--- src/rtl/y86_pred_decode_execute_if.sv ---
// Bundled pipeline-control, decode, writeback and M-register signals for the Y86-64 F/D/E core slice.
interface y86_pred_decode_execute_if;
  logic        F_stall_i, F_bubble_i;
  logic        E_stall_i, E_bubble_i;
  logic        M_stall_i, M_bubble_i;
  logic [63:0] f_predPC_i;
  logic [63:0] F_predPC_o;
  logic [2:0]  d_stat_i;
  logic [3:0]  d_icode_i, d_ifun_i, d_rA_i, d_rB_i;
  logic [63:0] d_valC_i, d_valP_i;
  logic [3:0]  W_dstE_i, W_dstM_i;
  logic [63:0] W_valE_i, W_valM_i;
  logic [2:0]  M_stat_o;
  logic [3:0]  M_icode_o;
  logic        M_cnd_o;
  logic [63:0] M_valE_o, M_valA_o;
  logic [3:0]  M_dstE_o, M_dstM_o;
  logic [2:0]  cc_o;

  modport master (
    output F_stall_i, F_bubble_i, E_stall_i, E_bubble_i, M_stall_i, M_bubble_i,
    output f_predPC_i, d_stat_i, d_icode_i, d_ifun_i, d_rA_i, d_rB_i, d_valC_i, d_valP_i,
    output W_dstE_i, W_dstM_i, W_valE_i, W_valM_i,
    input  F_predPC_o, M_stat_o, M_icode_o, M_cnd_o, M_valE_o, M_valA_o, M_dstE_o, M_dstM_o, cc_o
  );

  modport slave (
    input  F_stall_i, F_bubble_i, E_stall_i, E_bubble_i, M_stall_i, M_bubble_i,
    input  f_predPC_i, d_stat_i, d_icode_i, d_ifun_i, d_rA_i, d_rB_i, d_valC_i, d_valP_i,
    input  W_dstE_i, W_dstM_i, W_valE_i, W_valM_i,
    output F_predPC_o, M_stat_o, M_icode_o, M_cnd_o, M_valE_o, M_valA_o, M_dstE_o, M_dstM_o, cc_o
  );
endinterface

--- src/rtl/y86_pred_decode_execute.sv ---
// Y86-64 core slice: predicted-PC register, decode with register file, execute with ALU/CC/cnd, M register.
// Optional macro WB_BYPASS_EN: same-cycle writeback data is forwarded to decode reads.
module y86_pred_decode_execute #(
  parameter logic [63:0] RESET_PC = 64'h0
) (
  input logic clk_i,
  input logic rst_i,
  y86_pred_decode_execute_if.slave bus
);
  localparam logic [3:0] I_NOP = 4'h1, I_RRMOVQ = 4'h2, I_IRMOVQ = 4'h3, I_RMMOVQ = 4'h4,
                         I_MRMOVQ = 4'h5, I_OPQ = 4'h6, I_JXX = 4'h7, I_CALL = 4'h8,
                         I_RET = 4'h9, I_PUSHQ = 4'hA, I_POPQ = 4'hB;
  localparam logic [3:0] R_RSP = 4'h4, R_NONE = 4'hF;
  localparam logic [2:0] S_AOK = 3'h1;

  typedef struct packed {
    logic [2:0]  stat;
    logic [3:0]  icode, ifun;
    logic [63:0] val_c, val_a, val_b;
    logic [3:0]  dst_e, dst_m;
  } e_reg_t;

  typedef struct packed {
    logic [2:0]  stat;
    logic [3:0]  icode;
    logic        cnd;
    logic [63:0] val_e, val_a;
    logic [3:0]  dst_e, dst_m;
  } m_reg_t;

  localparam e_reg_t E_NOP = '{stat: S_AOK, icode: I_NOP, ifun: 4'h0, val_c: 64'h0,
                               val_a: 64'h0, val_b: 64'h0, dst_e: R_NONE, dst_m: R_NONE};
  localparam m_reg_t M_NOP = '{stat: S_AOK, icode: I_NOP, cnd: 1'b0, val_e: 64'h0,
                               val_a: 64'h0, dst_e: R_NONE, dst_m: R_NONE};

  logic [63:0] f_pred_pc;
  logic [63:0] rf [0:14];
  e_reg_t      e_q, e_d;
  m_reg_t      m_q, m_d;
  logic [2:0]  cc;
  logic [3:0]  src_a, src_b;
  logic [63:0] rd_a, rd_b;
  logic [63:0] alu_a, alu_b, val_e;
  logic [3:0]  alu_fn;
  logic        of_n, cnd, set_cc;

  always_ff @(posedge clk_i) begin
    if (rst_i)                f_pred_pc <= RESET_PC;
    else if (bus.F_stall_i)   f_pred_pc <= f_pred_pc;
    else if (bus.F_bubble_i)  f_pred_pc <= RESET_PC;
    else                      f_pred_pc <= bus.f_predPC_i;
  end

  // dstM is written after dstE so it wins when both target the same register
  always_ff @(posedge clk_i) begin
    if (rst_i) begin
      for (int i = 0; i < 15; i++) rf[i] <= 64'h0;
    end else begin
      if (bus.W_dstE_i != R_NONE) rf[bus.W_dstE_i] <= bus.W_valE_i;
      if (bus.W_dstM_i != R_NONE) rf[bus.W_dstM_i] <= bus.W_valM_i;
    end
  end

  always_comb begin
    src_a = R_NONE;
    src_b = R_NONE;
    e_d   = E_NOP;
    case (bus.d_icode_i)
      I_RRMOVQ, I_RMMOVQ, I_OPQ, I_PUSHQ: src_a = bus.d_rA_i;
      I_RET, I_POPQ:                      src_a = R_RSP;
      default: ;
    endcase
    case (bus.d_icode_i)
      I_RMMOVQ, I_MRMOVQ, I_OPQ:           src_b = bus.d_rB_i;
      I_CALL, I_RET, I_PUSHQ, I_POPQ:      src_b = R_RSP;
      default: ;
    endcase
    rd_a = (src_a == R_NONE) ? 64'h0 : rf[src_a];
    rd_b = (src_b == R_NONE) ? 64'h0 : rf[src_b];
`ifdef WB_BYPASS_EN
    if (src_a != R_NONE) begin
      if (src_a == bus.W_dstM_i)      rd_a = bus.W_valM_i;
      else if (src_a == bus.W_dstE_i) rd_a = bus.W_valE_i;
    end
    if (src_b != R_NONE) begin
      if (src_b == bus.W_dstM_i)      rd_b = bus.W_valM_i;
      else if (src_b == bus.W_dstE_i) rd_b = bus.W_valE_i;
    end
`endif
    e_d.stat  = bus.d_stat_i;
    e_d.icode = bus.d_icode_i;
    e_d.ifun  = bus.d_ifun_i;
    e_d.val_c = bus.d_valC_i;
    e_d.val_a = (bus.d_icode_i == I_JXX || bus.d_icode_i == I_CALL) ? bus.d_valP_i : rd_a;
    e_d.val_b = rd_b;
    case (bus.d_icode_i)
      I_RRMOVQ, I_IRMOVQ, I_OPQ:          e_d.dst_e = bus.d_rB_i;
      I_CALL, I_RET, I_PUSHQ, I_POPQ:     e_d.dst_e = R_RSP;
      default: ;
    endcase
    if (bus.d_icode_i == I_MRMOVQ || bus.d_icode_i == I_POPQ) e_d.dst_m = bus.d_rA_i;
  end

  always_ff @(posedge clk_i) begin
    if (rst_i)               e_q <= E_NOP;
    else if (bus.E_stall_i)  e_q <= e_q;
    else if (bus.E_bubble_i) e_q <= E_NOP;
    else                     e_q <= e_d;
  end

  always_comb begin
    alu_a = 64'h0;
    alu_b = 64'h0;
    case (e_q.icode)
      I_RRMOVQ, I_OPQ:              alu_a = e_q.val_a;
      I_IRMOVQ, I_RMMOVQ, I_MRMOVQ: alu_a = e_q.val_c;
      I_CALL, I_PUSHQ:              alu_a = 64'hFFFF_FFFF_FFFF_FFF8;
      I_RET, I_POPQ:                alu_a = 64'h8;
      default: ;
    endcase
    case (e_q.icode)
      I_RMMOVQ, I_MRMOVQ, I_OPQ, I_CALL, I_RET, I_PUSHQ, I_POPQ: alu_b = e_q.val_b;
      default: ;
    endcase
    alu_fn = (e_q.icode == I_OPQ) ? e_q.ifun : 4'h0;
    case (alu_fn)
      4'h1: begin
        val_e = alu_b - alu_a;
        of_n  = (alu_a[63] != alu_b[63]) && (val_e[63] != alu_b[63]);
      end
      4'h2: begin val_e = alu_a & alu_b; of_n = 1'b0; end
      4'h3: begin val_e = alu_a ^ alu_b; of_n = 1'b0; end
      default: begin
        val_e = alu_a + alu_b;
        of_n  = (alu_a[63] == alu_b[63]) && (val_e[63] != alu_a[63]);
      end
    endcase
    // cc = {ZF,SF,OF}; condition evaluated against the flags before this instruction's update
    case (e_q.ifun)
      4'h0:    cnd = 1'b1;
      4'h1:    cnd = (cc[1] ^ cc[0]) | cc[2];
      4'h2:    cnd = cc[1] ^ cc[0];
      4'h3:    cnd = cc[2];
      4'h4:    cnd = ~cc[2];
      4'h5:    cnd = ~(cc[1] ^ cc[0]);
      4'h6:    cnd = ~(cc[1] ^ cc[0]) & ~cc[2];
      default: cnd = 1'b0;
    endcase
    if (e_q.icode != I_RRMOVQ && e_q.icode != I_JXX) cnd = 1'b0;
    set_cc = (e_q.icode == I_OPQ) && (e_q.stat == S_AOK) && !bus.M_stall_i;
    m_d.stat  = e_q.stat;
    m_d.icode = e_q.icode;
    m_d.cnd   = cnd;
    m_d.val_e = val_e;
    m_d.val_a = e_q.val_a;
    m_d.dst_e = (e_q.icode == I_RRMOVQ && !cnd) ? R_NONE : e_q.dst_e;
    m_d.dst_m = e_q.dst_m;
  end

  always_ff @(posedge clk_i) begin
    if (rst_i)       cc <= 3'b100;
    else if (set_cc) cc <= {(val_e == 64'h0), val_e[63], of_n};
  end

  always_ff @(posedge clk_i) begin
    if (rst_i)               m_q <= M_NOP;
    else if (bus.M_stall_i)  m_q <= m_q;
    else if (bus.M_bubble_i) m_q <= M_NOP;
    else                     m_q <= m_d;
  end

  assign bus.F_predPC_o = f_pred_pc;
  assign bus.M_stat_o   = m_q.stat;
  assign bus.M_icode_o  = m_q.icode;
  assign bus.M_cnd_o    = m_q.cnd;
  assign bus.M_valE_o   = m_q.val_e;
  assign bus.M_valA_o   = m_q.val_a;
  assign bus.M_dstE_o   = m_q.dst_e;
  assign bus.M_dstM_o   = m_q.dst_m;
  assign bus.cc_o       = cc;
endmodule

--- src/flat_wrapper.sv ---
// flat-port wrapper written by rule: the top's interface ports become plain ports
module y86_pred_decode_execute_flat 
#(
  parameter logic [63:0] RESET_PC = 64'h0
)
  (clk_i, rst_i, bus_F_stall_i, bus_F_bubble_i, bus_E_stall_i, bus_E_bubble_i, bus_M_stall_i, bus_M_bubble_i, bus_f_predPC_i, bus_d_stat_i, bus_d_icode_i, bus_d_ifun_i, bus_d_rA_i, bus_d_rB_i, bus_d_valC_i, bus_d_valP_i, bus_W_dstE_i, bus_W_dstM_i, bus_W_valE_i, bus_W_valM_i, bus_F_predPC_o, bus_M_stat_o, bus_M_icode_o, bus_M_cnd_o, bus_M_valE_o, bus_M_valA_o, bus_M_dstE_o, bus_M_dstM_o, bus_cc_o);
  y86_pred_decode_execute_if bus_i ();
  input logic clk_i;
  input logic rst_i;
  input wire logic [$bits(bus_i.F_stall_i)-1:0] bus_F_stall_i;
  input wire logic [$bits(bus_i.F_bubble_i)-1:0] bus_F_bubble_i;
  input wire logic [$bits(bus_i.E_stall_i)-1:0] bus_E_stall_i;
  input wire logic [$bits(bus_i.E_bubble_i)-1:0] bus_E_bubble_i;
  input wire logic [$bits(bus_i.M_stall_i)-1:0] bus_M_stall_i;
  input wire logic [$bits(bus_i.M_bubble_i)-1:0] bus_M_bubble_i;
  input wire logic [$bits(bus_i.f_predPC_i)-1:0] bus_f_predPC_i;
  input wire logic [$bits(bus_i.d_stat_i)-1:0] bus_d_stat_i;
  input wire logic [$bits(bus_i.d_icode_i)-1:0] bus_d_icode_i;
  input wire logic [$bits(bus_i.d_ifun_i)-1:0] bus_d_ifun_i;
  input wire logic [$bits(bus_i.d_rA_i)-1:0] bus_d_rA_i;
  input wire logic [$bits(bus_i.d_rB_i)-1:0] bus_d_rB_i;
  input wire logic [$bits(bus_i.d_valC_i)-1:0] bus_d_valC_i;
  input wire logic [$bits(bus_i.d_valP_i)-1:0] bus_d_valP_i;
  input wire logic [$bits(bus_i.W_dstE_i)-1:0] bus_W_dstE_i;
  input wire logic [$bits(bus_i.W_dstM_i)-1:0] bus_W_dstM_i;
  input wire logic [$bits(bus_i.W_valE_i)-1:0] bus_W_valE_i;
  input wire logic [$bits(bus_i.W_valM_i)-1:0] bus_W_valM_i;
  output wire logic [$bits(bus_i.F_predPC_o)-1:0] bus_F_predPC_o;
  output wire logic [$bits(bus_i.M_stat_o)-1:0] bus_M_stat_o;
  output wire logic [$bits(bus_i.M_icode_o)-1:0] bus_M_icode_o;
  output wire logic [$bits(bus_i.M_cnd_o)-1:0] bus_M_cnd_o;
  output wire logic [$bits(bus_i.M_valE_o)-1:0] bus_M_valE_o;
  output wire logic [$bits(bus_i.M_valA_o)-1:0] bus_M_valA_o;
  output wire logic [$bits(bus_i.M_dstE_o)-1:0] bus_M_dstE_o;
  output wire logic [$bits(bus_i.M_dstM_o)-1:0] bus_M_dstM_o;
  output wire logic [$bits(bus_i.cc_o)-1:0] bus_cc_o;
  assign bus_i.F_stall_i = bus_F_stall_i;
  assign bus_i.F_bubble_i = bus_F_bubble_i;
  assign bus_i.E_stall_i = bus_E_stall_i;
  assign bus_i.E_bubble_i = bus_E_bubble_i;
  assign bus_i.M_stall_i = bus_M_stall_i;
  assign bus_i.M_bubble_i = bus_M_bubble_i;
  assign bus_i.f_predPC_i = bus_f_predPC_i;
  assign bus_i.d_stat_i = bus_d_stat_i;
  assign bus_i.d_icode_i = bus_d_icode_i;
  assign bus_i.d_ifun_i = bus_d_ifun_i;
  assign bus_i.d_rA_i = bus_d_rA_i;
  assign bus_i.d_rB_i = bus_d_rB_i;
  assign bus_i.d_valC_i = bus_d_valC_i;
  assign bus_i.d_valP_i = bus_d_valP_i;
  assign bus_i.W_dstE_i = bus_W_dstE_i;
  assign bus_i.W_dstM_i = bus_W_dstM_i;
  assign bus_i.W_valE_i = bus_W_valE_i;
  assign bus_i.W_valM_i = bus_W_valM_i;
  assign bus_F_predPC_o = bus_i.F_predPC_o;
  assign bus_M_stat_o = bus_i.M_stat_o;
  assign bus_M_icode_o = bus_i.M_icode_o;
  assign bus_M_cnd_o = bus_i.M_cnd_o;
  assign bus_M_valE_o = bus_i.M_valE_o;
  assign bus_M_valA_o = bus_i.M_valA_o;
  assign bus_M_dstE_o = bus_i.M_dstE_o;
  assign bus_M_dstM_o = bus_i.M_dstM_o;
  assign bus_cc_o = bus_i.cc_o;
  y86_pred_decode_execute #(.RESET_PC(RESET_PC)) u_core (.clk_i(clk_i), .rst_i(rst_i), .bus(bus_i));
endmodule
--- config.mk ---
export PLATFORM = sky130hd
export DESIGN_NAME = y86_pred_decode_execute_flat
export DESIGN_NICKNAME = d
export VERILOG_FILES = /design/src/rtl/y86_pred_decode_execute_if.sv /design/src/rtl/y86_pred_decode_execute.sv /design/src/flat_wrapper.sv
export SDC_FILE = /design/constraint.sdc
export NUM_CORES = 2
export LEC_CHECK = 0
export CAP_MARGIN = 20
export CELL_PAD_IN_SITES_DETAIL_PLACEMENT = 0
export CELL_PAD_IN_SITES_GLOBAL_PLACEMENT = 1
export CORE_UTILIZATION = 46
export CTS_CLUSTER_DIAMETER = 40
export DETAILED_ROUTE_END_ITERATION = 12
export DONT_BUFFER_PORTS = 1
export PLACE_DENSITY = 0.76
export SYNTH_ARGS = -nofsm -noshare
export SYNTH_HDL_FRONTEND = slang
export SYNTH_SLANG_ARGS = --single-unit
--- constraint.sdc ---
create_clock -name clk_i -period 5.55 [get_ports clk_i]
set_clock_uncertainty 0.05 [all_clocks]
set_input_delay 1.11 -clock clk_i [delete_from_list [all_inputs] [get_ports clk_i]]
set_output_delay 1.11 -clock clk_i [all_outputs]
set_load 0.1 [all_outputs]
# After elaboration in Yosys (flattened, before gate mapping)
# Memories as Yosys holds them, arrays and structs flattened.
# Index checks and enable logic that the tools add are counted.
# classes
add_sub_neg	2
eq_ne	39
muxes	32
bitwise	7
n_reduce_logical	25
# ops
cell	n
64-bit 2-to-1 mux	7
64-bit case mux with 4 select lines	1
211-bit 2-to-1 mux	1
64-bit case mux with 3 select lines	1
144-bit 2-to-1 mux	1
64-bit OR reduction	2
64-bit adder	1
64-bit AND	1
64-bit logical NOT	1
64-bit subtractor	1
64-bit bitwise XOR	1
4-bit by 3-bit == test with 1-bit output (second input constant)	10
4-bit == test (second input constant)	10
4-bit by 2-bit == test with 1-bit output (second input constant)	8
4-bit case mux with 2 select lines	3
4-bit 2-to-1 mux	5
1-bit 2-to-1 mux	11
2-bit OR reduction	5
3-bit OR reduction	3
4-bit by 1-bit == test with 1-bit output (second input constant)	2
4-bit inequality test (second input constant)	2
4-bit OR reduction	2
1-bit case mux with 7 select lines	1
7-bit OR reduction	1
14 further kinds	24
# word_totals
ff_bits	422
ramBits	960
output_inout_bits	211
memories	1
# mem_list
memory	words	width	rd	rd_ports_with_merged_regs	wr	line	text
u_core.rf	15	64	2	0	15	y86_pred_decode_execute.sv:37	logic [63:0] rf [0:14];

# Depth between registers and ports, before layout
# logic_depth
word_depth	9
depth_mapped	22

# Worst setup path after synthesis
# OpenSTA, ideal clock, no wires.
# synth_timing
path_kind	reg-to-reg
startpoint	register u_core.e_q[204] (netlist bit)
endpoint	register u_core.cc[2] (netlist: u_core.bus.cc_o[2])
setup_time_ns	0.062
arrival_time_ns	5.241
required_ns	5.438
setup_slack_ns	0.197
path_stages_with_launch	22
cell_sequence	dfxtp_1 > clkbuf_1 > nand2_1 > mux2_2 > nor2_1 > clkbuf_1 > a221oi_1 > ha_1 > buf_6 > or4_4 > or4b_4 > nor4_1 > o21ai_1 > nand3_2 > a31oi_1 > xnor2_1 > a222oi_1 > nand3_1 > a2111oi_0 > nand3_1 > or4_1 > nand2_1
# synth_between
elab_chain_len	6
elab_cells_between_ends	28
# synth_lines
element	line	text
start, declared	y86_pred_decode_execute.sv:38	e_reg_t e_q, e_d;
start signal, assigned	y86_pred_decode_execute.sv:106	else if (bus.E_stall_i) e_q <= e_q;
4-bit by 2-bit == test with 1-bit output (tied with other cells)	y86_pred_decode_execute.sv:114	case (e_q.icode)
3-bit OR reduction (tied with other cells)	y86_pred_decode_execute.sv:114	
64-bit case mux with 4 select lines / 64-bit 2-to-1 mux (equally long branches)	y86_pred_decode_execute.sv:114, y86_pred_decode_execute.sv:121	
64-bit adder (tied with other cells)	y86_pred_decode_execute.sv:134	val_e = alu_a + alu_b;
64-bit case mux with 3 select lines	y86_pred_decode_execute.sv:126	case (alu_fn)
64-bit logical NOT	y86_pred_decode_execute.sv:162	else if (set_cc) cc <= {(val_e == 64'h0), val_e[63], of_n};
end signal, assigned	y86_pred_decode_execute.sv:162	
end, declared	y86_pred_decode_execute.sv:40	logic [2:0] cc;
# Parallel ways exist; a longest one is shown, timed or not.
# A chain may end at the register's enable or synchronous reset.

# Worst setup path after layout
# layout_timing
startpoint	register u_core.e_q[205] (netlist bit)
endpoint	register u_core.cc[2] (netlist: u_core.bus.cc_o[2])
# Same word-level chain as after synthesis.

==> reports/metrics.cfg <==
[synth]
async_flop_share_pct=0
yosys.area.top_type=edfxtp_1
synthTopCellsByArea=edfxtp_1 (36%), a22o_1 (11%), dfxtp_1 (10%)
yosys.cell_types.count=106
synth_area_mm2=0.0846
ys.flop_type=edfxtp_1
synth_top_area_share_pct=36.3
ys_ff_latch=1446
netlist_instances=9099
ys_seq_area_share_pct=46.3
syn_avg_cell_area_um2=9.30
yosysWarnings=0
synth_edf_count=1024

[global_route]
grt_max_degree=448
grt_remaining_overflow=0
first_global_vias=78700
grt_pass1_wl_um=563000
grt.total_usage_pct=41.3
antenna_found_initial=32

[detailed_routing]
drt_pass1_iterations=7
wl_met1_um=145000
wl_met3_um=55200
routed.top_layer=met5
via_per_inst=7.19
ant_nets=0
wirelength_um=401000
route.met2.wl_um=175000
drc=0
vias=84000
drt_first_iter_violations=12500
post_drt_wl_per_cell_um=34.3

[clocking]
clkLatencyLatePin_ps=910
cts_buffers=229
cts_tree=done
clockBufferDepth=3
clkTransAtPathRegs_ps=60
cts_root_buf=clkbuf_16
htreeDepth=4
cts.sinks=1446

[outcome]
status=finished clean

[layout]
final_cell_mix=nand2_1 (1211), a22o_1 (1027), edfxtp_1 (1024), buf_4 (622), nor2_1 (589)
multi_input_area_mm2=0.0421
nets=9509
final_core_util_pct=54.4
n_fill_cell=16100
mostFrequentLayoutCell=nand2_1
drive_gt1_share_pct=14.3
seqCellArea_mm2=0.0392
syn2layout_area_growth_pct=17.6

[floorplanning]
core_area_mm2=0.183
die_w_um=431
placementRows=157
io_pins=566
die-area_mm2=0.186
initial_utilization_pct=46.3
die_h_um=431

[sta]
tightest_slew_ps=1280
hold_viol_final=0
slew_violations=0
fin_crit_sh_pct=97.7
hold_slack_ps=251
timing.fmax_ghz=0.184
setup_viol=0
period_needed_ps=5420
slew-limit-headroom_pct=14.6

[power]
power-per-cell-area_mw_per_mm2=328
power.leakage_uw=0.0376
ir_drop_uv=285

[setup_path]
worst_ep_arrival_time_ps=6180
startpoint_type=flip-flop
crit_type=reg2reg
cp.required_ps=6310
path_max_fanout=6
end_kind=flip-flop

[placed_design]
dpl.hpwl_um=246000
gp_congestion=1.00
io_buffers=0

[min_path]
hold_class=in2reg

[flow_run]
max_cap_viol_count=0

[Yosys cell counts (all sizes together) (7+ instances only)]
cell / n
o221ai: 13
mux2i: 27
nand2b: 50
nor3b: 78
nor2b: 36
a2111oi: 8
dfxtp: 422
a22o: 1027
buf: 70
xor2: 27
nand2: 1214
a21o: 32
a31oi: 153
a21oi: 416
nand3: 560
o21bai: 39
xnor2: 39
a221oi: 581
and2: 74
nor2: 611
a211o: 14
inv: 120
nor3: 310
o21a: 14
nor4: 39
or2: 11
edfxtp: 1024
o31ai: 26
and3: 19
nand4: 39
o211ai: 22
o22ai: 35
a21boi: 7
or3: 26
o21ai: 127
o41ai: 7
a211oi: 22
a311oi: 136
ha: 150
clkbuf: 1034
or4: 8
a22oi: 319
[final cells by class]
| cell class | count | area share [%] |
|---|---|---|
| diodes | 21 | 0.0528 |
| inverters | 123 | 0.464 |
| clock buffers | 254 | 5.92 |
| clock inverters | 180 | 2.28 |
| multi-input cells | 6489 | 42.3 |
| repair buffers | 713 | 6.46 |
| flip-flops and latches | 1446 | 39.4 |
| well taps | 2464 | 3.10 |
[registers in the layout (all words and copies together), names as in the netlist]
signal	flops
u_core.bus.M_dstE_o	4
u_core.bus.M_valE_o	64
u_core.bus.M_cnd_o	1
u_core.bus.F_predPC_o	64
u_core.bus.M_valA_o	64
u_core.bus.cc_o	3
u_core.bus.M_stat_o	3
u_core.rf	1024
u_core.bus.M_icode_o	4
u_core.bus.M_dstM_o	4
u_core.e_q	211
[metal layers]
metal,up-vias,track usage (%)
met5,-,0
met4,8,24.0
met3,1559,13.1
met2,6684,63.0
met1,40800,51.4
li1,35000,-
[stage by stage]
step | cells | setup TNS, ps | power (µW) | area [µm²] | setup WS [ps]
2_1_floorplan | 9162 | 0 | 15600 | 84800 | 197
3_3_place_gp | 11200 | -446 | 17300 | 90400 | -446
3_5_place_dp | 11200 | -366 | 17400 | 90500 | -366
4_1_cts | 11700 | 0 | 32400 | 98700 | 5.79
5_1_grt | 11700 | -57.3 | 33300 | 99500 | -57.3
6_report | 11700 | 0 | 32600 | 99500 | 128
[worst max-delay path: stages (launching register included)]
cell,delay [ps]
dfxtp_2,330
buf_4,110
buf_4,210
nand2_1,70
o22a_1,200
o22a_1,270
ha_1,420
o211ai_1,120
a21o_1,250
a31o_2,310
a2111oi_4,390
buf_4,200
o211ai_1,240
a31oi_1,250
xor2_1,110
a221o_1,350
nor4_2,310
o2111ai_2,180
a2111o_1,360
or4_1,520
nand2_1,70
[cell families after synthesis]
kind of cell | count (synthesis) | share of synthesized area [%]
compound gates | 3077 | 28.3
flops | 1446 | 46.3
xor+xnor | 66 | 0.692
fa+ha+maj | 152 | 2.27
other cells | 1 | 0.00443
simple gates | 3100 | 16.5
mux | 30 | 0.359
buf+inv | 1227 | 5.51
[path summary, 6_finish.rpt]
path | from | to | slack, ps | cells past startpoint
max reg2reg | u_core.e_q[205] | u_core.bus.cc_o[2] | 130 | 20
min reg2reg | u_core.e_q[6] | u_core.bus.M_dstE_o[2] | 420 | 2
max | u_core.e_q[205] | u_core.bus.cc_o[2] | 130 | 20
min | bus_W_valE_i[32] | u_core.rf[15][32] | 250 | 0
[power by group]
part           internal [µW]  switching [µW]
clock                   9360            5770
combinational           1540            3070
sequential             12300             616
total                  23200            9460
[what timing repair did]
item                                   CTS  global route
setup endpoints to repair                1             1
hold buffers                             0             0
buffers inserted                         6             5
pin swaps                                2            27
gates resized for setup                 11           125
endpoints found under the hold margin    0             0
cloned                                   0             1
Note: power is estimated with default switching activity, not from simulation.
